--- src/rtl/trivium_ctrl.sv ---
// trivium_ctrl: sequencing controller for a Trivium keystream core.
// On start it latches the key and IV, pulses core_load, and runs WARMUP
// silent core steps. It then packs keystream bits LSB-first into OUT_W-bit
// words, which are delivered over a valid/ready port. The core is stalled
// only when the next completed word would overwrite an unaccepted one.
// Optional feature macro: TRIVIUM_CTRL_LIMIT_EN. When it is defined, the
// number of words delivered per key/IV is capped at MAX_WORDS, after which
// the controller parks in DONE with exhausted=1.
module trivium_ctrl #(
    parameter int WARMUP    = 1152,
    parameter int OUT_W     = 8,
    parameter int MAX_WORDS = 65536
) (
    input  logic             clk,
    input  logic             rst,
    input  logic             start,
    input  logic             stop,
    input  logic [79:0]      key_in,
    input  logic [79:0]      iv_in,
    output logic [79:0]      core_key,
    output logic [79:0]      core_iv,
    output logic             core_load,
    output logic             core_step,
    input  logic             core_ks,
    output logic [OUT_W-1:0] ks_data,
    output logic             ks_valid,
    input  logic             ks_ready,
    output logic             busy,
    output logic             exhausted
);

    localparam int WU_W = $clog2(WARMUP + 1);
    localparam int BC_W = $clog2(OUT_W);
    localparam logic [WU_W-1:0] WU_LAST = WU_W'(WARMUP - 1);
    localparam logic [BC_W-1:0] BC_LAST = BC_W'(OUT_W - 1);

    typedef enum logic [2:0] {
        ST_IDLE = 3'd0,
        ST_LOAD = 3'd1,
        ST_WARM = 3'd2,
        ST_GEN  = 3'd3,
        ST_DONE = 3'd4
    } state_t;

    state_t             state_q, state_d;
    logic [WU_W-1:0]    wu_cnt_q, wu_cnt_d;
    logic [BC_W-1:0]    bit_cnt_q, bit_cnt_d;
    logic [OUT_W-2:0]   col_q, col_d;
    logic [OUT_W-1:0]   ks_data_q, ks_data_d;
    logic               ks_valid_q, ks_valid_d;
    logic [79:0]        key_q, key_d;
    logic [79:0]        iv_q, iv_d;
    logic               exh_q, exh_d;

    logic               core_load_s;
    logic               core_step_s;
    logic               busy_s;
    logic               accept_s;
    logic               limit_hit_s;

    assign accept_s = ks_valid_q & ks_ready;

`ifdef TRIVIUM_CTRL_LIMIT_EN
    localparam int WC_W = $clog2(MAX_WORDS + 1);
    localparam logic [WC_W-1:0] WC_MAX  = WC_W'(MAX_WORDS);
    localparam logic [WC_W-1:0] WC_LAST = WC_W'(MAX_WORDS - 1);

    logic [WC_W-1:0]    wc_q, wc_d;

    // The word that takes the count to MAX_WORDS ends generation for this key/IV.
    assign limit_hit_s = (state_q == ST_GEN) && accept_s && (wc_q == WC_LAST);

    // Word counter next value: cleared on (re)load, saturating count of accepted words.
    always_comb begin
        wc_d = wc_q;
        if (start) begin
            wc_d = {WC_W{1'b0}};
        end else if (state_q == ST_LOAD) begin
            wc_d = {WC_W{1'b0}};
        end else if ((state_q == ST_GEN) && accept_s && (wc_q != WC_MAX)) begin
            wc_d = wc_q + WC_W'(1);
        end else begin
            wc_d = wc_q;
        end
    end

    // Word counter register.
    always_ff @(posedge clk or negedge rst) begin
        if (!rst) begin
            wc_q <= {WC_W{1'b0}};
        end else begin
            wc_q <= wc_d;
        end
    end
`else
    assign limit_hit_s = 1'b0;
`endif

    // State register.
    always_ff @(posedge clk or negedge rst) begin
        if (!rst) begin
            state_q <= ST_IDLE;
        end else begin
            state_q <= state_d;
        end
    end

    // Next-state logic: start beats stop, and both beat normal sequencing.
    always_comb begin
        state_d = state_q;
        if (start) begin
            state_d = ST_LOAD;
        end else if (stop) begin
            state_d = ST_IDLE;
        end else begin
            case (state_q)
                ST_IDLE: state_d = ST_IDLE;
                ST_LOAD: state_d = ST_WARM;
                ST_WARM: begin
                    if (wu_cnt_q == WU_LAST) begin
                        state_d = ST_GEN;
                    end else begin
                        state_d = ST_WARM;
                    end
                end
                ST_GEN: begin
                    if (limit_hit_s) begin
                        state_d = ST_DONE;
                    end else begin
                        state_d = ST_GEN;
                    end
                end
                ST_DONE: state_d = ST_DONE;
                default: state_d = ST_IDLE;
            endcase
        end
    end

    // Core control and busy decode. In GEN the core pauses only when the word
    // it would complete has nowhere to go.
    always_comb begin
        core_load_s = 1'b0;
        core_step_s = 1'b0;
        busy_s      = 1'b1;
        case (state_q)
            ST_IDLE: busy_s      = 1'b0;
            ST_LOAD: core_load_s = 1'b1;
            ST_WARM: core_step_s = 1'b1;
            ST_GEN:  core_step_s = (bit_cnt_q != BC_LAST) || !ks_valid_q || ks_ready;
            ST_DONE: core_step_s = 1'b0;
            default: busy_s      = 1'b0;
        endcase
    end

    // Datapath next values: key/IV latch, warm-up count, bit collection, word handshake.
    always_comb begin
        key_d      = key_q;
        iv_d       = iv_q;
        wu_cnt_d   = wu_cnt_q;
        bit_cnt_d  = bit_cnt_q;
        col_d      = col_q;
        ks_data_d  = ks_data_q;
        ks_valid_d = ks_valid_q;
        exh_d      = exh_q;
        if (start) begin
            key_d      = key_in;
            iv_d       = iv_in;
            ks_valid_d = 1'b0;
            bit_cnt_d  = {BC_W{1'b0}};
            col_d      = {(OUT_W-1){1'b0}};
            exh_d      = 1'b0;
        end else if (stop) begin
            ks_valid_d = 1'b0;
            bit_cnt_d  = {BC_W{1'b0}};
        end else begin
            case (state_q)
                ST_LOAD: begin
                    wu_cnt_d  = {WU_W{1'b0}};
                    bit_cnt_d = {BC_W{1'b0}};
                    col_d     = {(OUT_W-1){1'b0}};
                end
                ST_WARM: wu_cnt_d = wu_cnt_q + WU_W'(1);
                ST_GEN: begin
                    if (limit_hit_s) begin
                        // Last permitted word accepted: drop any partial word.
                        ks_valid_d = 1'b0;
                        bit_cnt_d  = {BC_W{1'b0}};
                        exh_d      = 1'b1;
                    end else begin
                        if (accept_s) begin
                            ks_valid_d = 1'b0;
                        end else begin
                            ks_valid_d = ks_valid_q;
                        end
                        if (core_step_s) begin
                            if (bit_cnt_q == BC_LAST) begin
                                // Top bit comes straight from the core; a new
                                // word overrides a same-edge acceptance.
                                ks_data_d  = {core_ks, col_q};
                                ks_valid_d = 1'b1;
                                bit_cnt_d  = {BC_W{1'b0}};
                            end else begin
                                col_d[bit_cnt_q] = core_ks;
                                bit_cnt_d        = bit_cnt_q + BC_W'(1);
                            end
                        end else begin
                            bit_cnt_d = bit_cnt_q;
                        end
                    end
                end
                default: ks_valid_d = ks_valid_q;
            endcase
        end
    end

    // Datapath registers.
    always_ff @(posedge clk or negedge rst) begin
        if (!rst) begin
            key_q      <= 80'd0;
            iv_q       <= 80'd0;
            wu_cnt_q   <= {WU_W{1'b0}};
            bit_cnt_q  <= {BC_W{1'b0}};
            col_q      <= {(OUT_W-1){1'b0}};
            ks_data_q  <= {OUT_W{1'b0}};
            ks_valid_q <= 1'b0;
            exh_q      <= 1'b0;
        end else begin
            key_q      <= key_d;
            iv_q       <= iv_d;
            wu_cnt_q   <= wu_cnt_d;
            bit_cnt_q  <= bit_cnt_d;
            col_q      <= col_d;
            ks_data_q  <= ks_data_d;
            ks_valid_q <= ks_valid_d;
            exh_q      <= exh_d;
        end
    end

    assign core_key  = key_q;
    assign core_iv   = iv_q;
    assign core_load = core_load_s;
    assign core_step = core_step_s;
    assign ks_data   = ks_data_q;
    assign ks_valid  = ks_valid_q;
    assign busy      = busy_s;
    assign exhausted = exh_q;

endmodule

--- config.mk ---
export PLATFORM = sky130hd
export DESIGN_NAME = trivium_ctrl
export DESIGN_NICKNAME = d
export VERILOG_FILES = /design/src/rtl/trivium_ctrl.sv
export SDC_FILE = /design/constraint.sdc
export NUM_CORES = 1
export LEC_CHECK = 0
export BUFFER_PORTS_ARGS = -buffer_cell sky130_fd_sc_hd__buf_2
export CAP_MARGIN = 20
export CELL_PAD_IN_SITES_DETAIL_PLACEMENT = 0
export CELL_PAD_IN_SITES_GLOBAL_PLACEMENT = 2
export CORE_MARGIN = 1.5
export CORE_UTILIZATION = 32
export DETAILED_ROUTE_END_ITERATION = 8
export PLACE_DENSITY = 0.83
export SYNTH_ARGS = -nofsm -noshare
export SYNTH_HDL_FRONTEND = slang
export SYNTH_SLANG_ARGS = --single-unit
--- constraint.sdc ---
create_clock -name clk -period 2.85 [get_ports clk]
set_input_delay 0.285 -clock clk [delete_from_list [all_inputs] [get_ports clk]]
set_output_delay 0.285 -clock clk [all_outputs]
set_load 0.005 [all_outputs]
* Word level (Yosys, flattened, before mapping)
Cells that the tools add are included.
Word-level totals: flip-flop bits (word level) 193, input bits 166, output and inout port bits 173, logic and storage cells 66
Cells by class: add/subtract/negate cells 2, $lt $le $gt $ge 2, equality and inequality tests 11, mux-type cells 27, bitwise logic cells 3, reductions and logical operators 13
Operator list (count):
- 2-to-1 mux 7 bit | 4
- one-hot mux 11 bit (2 select lines) | 1
- 2-to-1 mux 3 bit | 6
- one-hot mux 7 bit (2 select lines) | 1
- one-hot mux 3 bit (4 select lines) | 1
- adder 11 x 1 -> 11 bit, second input constant | 1
- == test 11 bit, second input constant | 1
- 2-to-1 mux 1 bit | 10
- != test 3 bit, second input constant | 3
- bitwise mux 7 bit | 1
- == test 3 x 2 -> 1 bit, second input constant | 2
- == test 3 bit, second input constant | 2
- one-hot mux 3 bit (2 select lines) | 1
- nonzero test 3 bit | 2
- AND reduction 5 bit | 1
- < comparator 3 x 4 -> 1 bit, second input constant | 1
- != test 4 bit, second input constant | 1
- AND reduction 4 bit | 1
- nonzero test 4 bit | 1
- OR reduction 4 bit | 1
- adder 3 x 1 -> 3 bit, second input constant | 1
- demux 1 bit (select 3 bit) | 1
- == test 3 x 1 -> 1 bit, second input constant | 1
- greater-or-equal comparator 3 x 1 -> 1 bit, second input constant | 1
- 10 further kinds | 12

* Logic depth before layout (Yosys ltp)
depth after elaboration 10, mapped depth 6, gate-level depth less buffers 6

* Worst setup path before layout
OpenSTA, ideal clock, no wires.
path kind reg-to-reg, from register state_q[2], to register ks_data_q[7] (netlist: ks_data[7]), library setup time 125 ps, arrival time 1537 ps, data required time 2725 ps, setup slack 1188 ps, cell stages (with the launch flop) 6, buffers on the path 2, period minus slack after synthesis 1662 ps, path through dfrtp_1 > buf_6 > nor3_4 > and4_1 > buf_2 > mux2_2
On the way: word-level cells in the longest chain between the ends 3, elaborated cells on any way between the ends 4, those cells by class eq/ne: 2; mux: 1; reduce/logical: 1
RTL lines:
- start, declared | line 45 | state_t state_q, state_d;
- start signal, assigned | line 104 | state_q <= state_d;
- == test 3 x 2 -> 1 bit, on equally long branches | line 145, 176
- one-hot mux 1 bit (2 select lines) | line 145 | case (state_q)
- AND reduction 5 bit (no source line) (*)
- end signal, assigned | line 224 | ks_data_q <= {OUT_W{1'b0}};
- end signal, assigned | line 233 | ks_data_q <= ks_data_d;
- end, declared | line 49 | logic [OUT_W-1:0] ks_data_q, ks_data_d;
Every way passes the cells marked *; elsewhere a longest branch is shown, timed or not. A chain may end at the register's enable or synchronous reset.

* Worst setup path in the final report
from register bit_cnt_q[0], to output port core_step
On the way: word-level cells in the longest chain between the ends 4
RTL lines:
- start, declared | line 47 | logic [BC_W-1:0] bit_cnt_q, bit_cnt_d;
- start signal, assigned | line 222 | bit_cnt_q <= {BC_W{1'b0}};
- start signal, assigned | line 231 | bit_cnt_q <= bit_cnt_d;
- != test 3 bit | line 149 | ST_GEN: core_step_s = (bit_cnt_q != BC_LAST) || !ks_valid_q || ks_ready;
- logical OR 1 bit (2 in a row) | line 149
- one-hot mux 1 bit (2 select lines) | line 145
- end, declared | line 23 | output logic core_step,
No other way between the ends.

==> results.ini <==
[outcome]
status = completed

[clock_tree]
cts_tree = built
clock_latency_ns = 0.42
h-tree-depth = 4
cts_setup_buffers = 0
clock-sinks = 193
cts_buffers = 17
max-clock-path-buffers = 2
cts_root_buf = clkbuf_16
clk_pin_slew_ns = 0.08

[global_routing]
grt_busiest_layer = met2
antenna_found_initial = 3
grtUsageMet3_pct = 5.727
grt_start_max_net_pins = 84
grt-ovfl-total = 0
met2_usage_pct = 25.17
met1_usage_pct = 18.01
track_usage_pct = 15.00
grt_pass1_wl_mm = 28.67
first_global_vias = 5285

[placed_design]
placed_area_sq_um = 9652
gp_congestion = 0.7672
preCtsSetupSlack_ns = 0.8538
port_buffers = 337
dp_hpwl_mm = 13.42

[routing]
wl_per_cell_microns = 15.74
vias = 5305
drc = 0
dr.pass1.iters = 4
post_drt_via_cell_ratio = 4.507
routed_wirelength_mm = 18.53
drt_iter0_markers = 143
drtAntennaViolNets = 0

[timing]
rsz0062_at_grt = false
finalClockSkew_ns = 0.005810
timing_hold_violations_final = 0
post-route-min-period_ns = 2.199
slew_headroom_pct = 58.60
tightestPinTransition_ns = 0.6209
finalCritPeriodShare_pct = 77.16
fin_setup_tns_ns = 0
fin_ws_ns = 0.6509
max_freq_mhz = 454.7
finalSetupViolCount = 0
drv_slew = 0

[power_and_ir_drop]
p_clk_share_pct = 38.5
p_per_area_nw_per_um2 = 618.2
power.share.sequential_pct = 48.8
p_int_mw = 4.694
power_leakage_nw = 4.946
p_comb_share_pct = 12.7
switchingPower_mw = 1.648
irDropWorstVdd_mv = 0.2926
swShare_pct = 25.99

[setup_path]
cp_slowest_cell = dfrtp_1
path_max_fanout = 11
worstSetupEndpointType = primary output
cpPeakStageDelay_ns = 0.50
crit_family = flip-flops
critPathLaunchType = flop
crit_path_frequent_cell = ha_1
crit_type = flop to primary output
arrival_ns = 1.91
worst-path-buf-inv = 1
worstPathCellList = ha_1 -> ha_1 -> and4b_1 -> nor2_1 -> buf_2
cp.required_ns = 2.57

[floorplanning]
die_h_microns = 157.3
core_sq_um = 23400
pin_count = 339
start_util_pct = 32.57
dieArea_sq_um = 24750
core.rowCount = 56
die_w_microns = 157.3

[synth]
ys_top_cells_by_count = dfrtp_1, mux2_2, o21ai_0, buf_2, nand2_1
ys_warn_count = 0
post-synth-top-count-cell = dfrtp_1
synthTopCellsByArea = dfrtp_1, mux2_2, o21ai_0, buf_2, nand2_1
syn_nets = 680
avgSynthCellArea_sq_um = 14.91
ys_ff_latch = 193
synth_top_area_share_pct = 63.37
synth_flop_cell = dfrtp_1
synth_edf_count = 0
yosysTopAreaCell = dfrtp_1
syn_area_sq_um = 7621
synthDistinctLibCells = 45
syn-instance-count = 511
synthArstFlopShare_pct = 100.0
yosysSeqAreaShare_pct = 63.37

[final_layout]
fin_nets = 1013
drive_gt1_share_pct = 63.94
fill_cells = 2289
fin_area_sq_um = 10260
area_delta_synth_final_pct = 34.61

[run]
cap_violations = 0

[hold_path]
min_path_type = input pin to flop

==> metrics by stage <==
step	total power [mW]	utilization, %	std cells	hold WS (ns)
after floorplan	3.485	-	511	-0.01059
after global placement	3.955	41.24	1143	0.3035
after detailed placement	3.974	41.24	1143	0.3032
after CTS	6.451	43.82	1176	0.05613
after global routing	6.638	43.82	1176	0.05795
final	6.342	43.84	1177	0.07960
==> metal layers <==
layer / routed length (microns) / up-vias / share of wire, %
li1: - / 2492 / -
met1: 7592 / 2633 / 41
met2: 9387 / 164 / 51
met3: 1369 / 12 / 7.4
met4: 156 / 4 / 0.84
met5: 23 / - / 0.12
==> power groups by stage <==
stage	Combinational, mW	Clock, mW	Sequential, mW
finish	0.806	2.44	3.09
global route	0.892	2.62	3.13
CTS	0.830	2.53	3.10
detailed placement	0.829	0	3.14
global placement	0.819	0	3.14
floorplan	0.320	0	3.16
==> worst paths after layout <==
kind	start	end	slack, ns	cells past startpoint
max reg2reg	bit_cnt_q[0]	bit_cnt_q[0]	0.89	6
max	bit_cnt_q[0]	core_step	0.65	5
min in group asynchronous	rst	core_key[1]	0.39	2
min	key_in[42]	core_key[42]	0.08	2
max in group asynchronous	rst	core_iv[66]	1.67	3
min reg2reg	core_iv[8]	core_iv[8]	0.50	1
==> state kept, by name, indices dropped and copies added (netlist names) <==
name and flops:
ks_valid 1, core_iv 80, ks_data 8, core_key 80, bit_cnt_q 3, col_q 7, state_q 3, wu_cnt_q 11
==> cell usage in the layout, fill, tap and decap left out, drive strengths merged, types with 2 or more instances in the layout <==
cell type | synthesis | final
buf | 20 | 341
o21ai | 19 | 19
or3 | 4 | 4
a31oi | 7 | 7
nand3 | 6 | 6
nor4b | 2 | 2
mux2 | 168 | 168
xor2 | 4 | 4
and2 | 2 | 2
nand2 | 13 | 13
and3 | 4 | 4
a22o | 3 | 3
ha | 3 | 3
or4 | 2 | 2
nor2 | 10 | 10
clkbuf | 9 | 19
a21oi | 8 | 8
inv | 7 | 17
dfrtp | 193 | 193
nand4 | 3 | 3
nand4b | 2 | 2
nor3 | 3 | 3
nand2b | 2 | 2
o31ai | 4 | 4
clkinv | 0 | 3
==> worst reg2reg max path: cells and delay by family (launching register included) <==
family | cells | cell delay [ns]
flip-flops | 1 | 0.54
AO/OA/AOI/OAI | 2 | 0.29
adder cells (fa/ha/maj) | 2 | 0.46
AND/OR/NAND/NOR | 2 | 0.61
==> repair_timing <==
item	CTS	global route
endpoints found under the hold margin	57	0
hold buffers	1	0
resized for setup	0	0
==> cell families (layout without fill, tap and decap cells) <==
logic type               count (synthesis)  in the layout  synth area share, %
other                                    1              2              0.04921
XOR/XNOR                                 5              5               0.6733
buffers and inverters                   36            382                2.249
AND/OR/NAND/NOR                         58             58                4.581
adder cells (fa/ha/maj)                  3              3               0.4926
AO/OA/AOI/OAI                           47             47                3.760
multiplexers                           168            168                24.82
flip-flops                             193            193                63.37
==> cell type report <==
type	instances	area, sq um	area share [%]
Sequential cell	193	4830	47.08
Clock inverter	14	165.2	1.610
Inverter	7	26.28	0.2561
Timing Repair Buffer	343	1787	17.42
Multi-Input combinational cell	282	2620	25.54
Tap cell	319	399.1	3.891
Clock buffer	18	429.2	4.183
Antenna cell	1	2.502	0.02439
(Power assumes the default switching activity.)
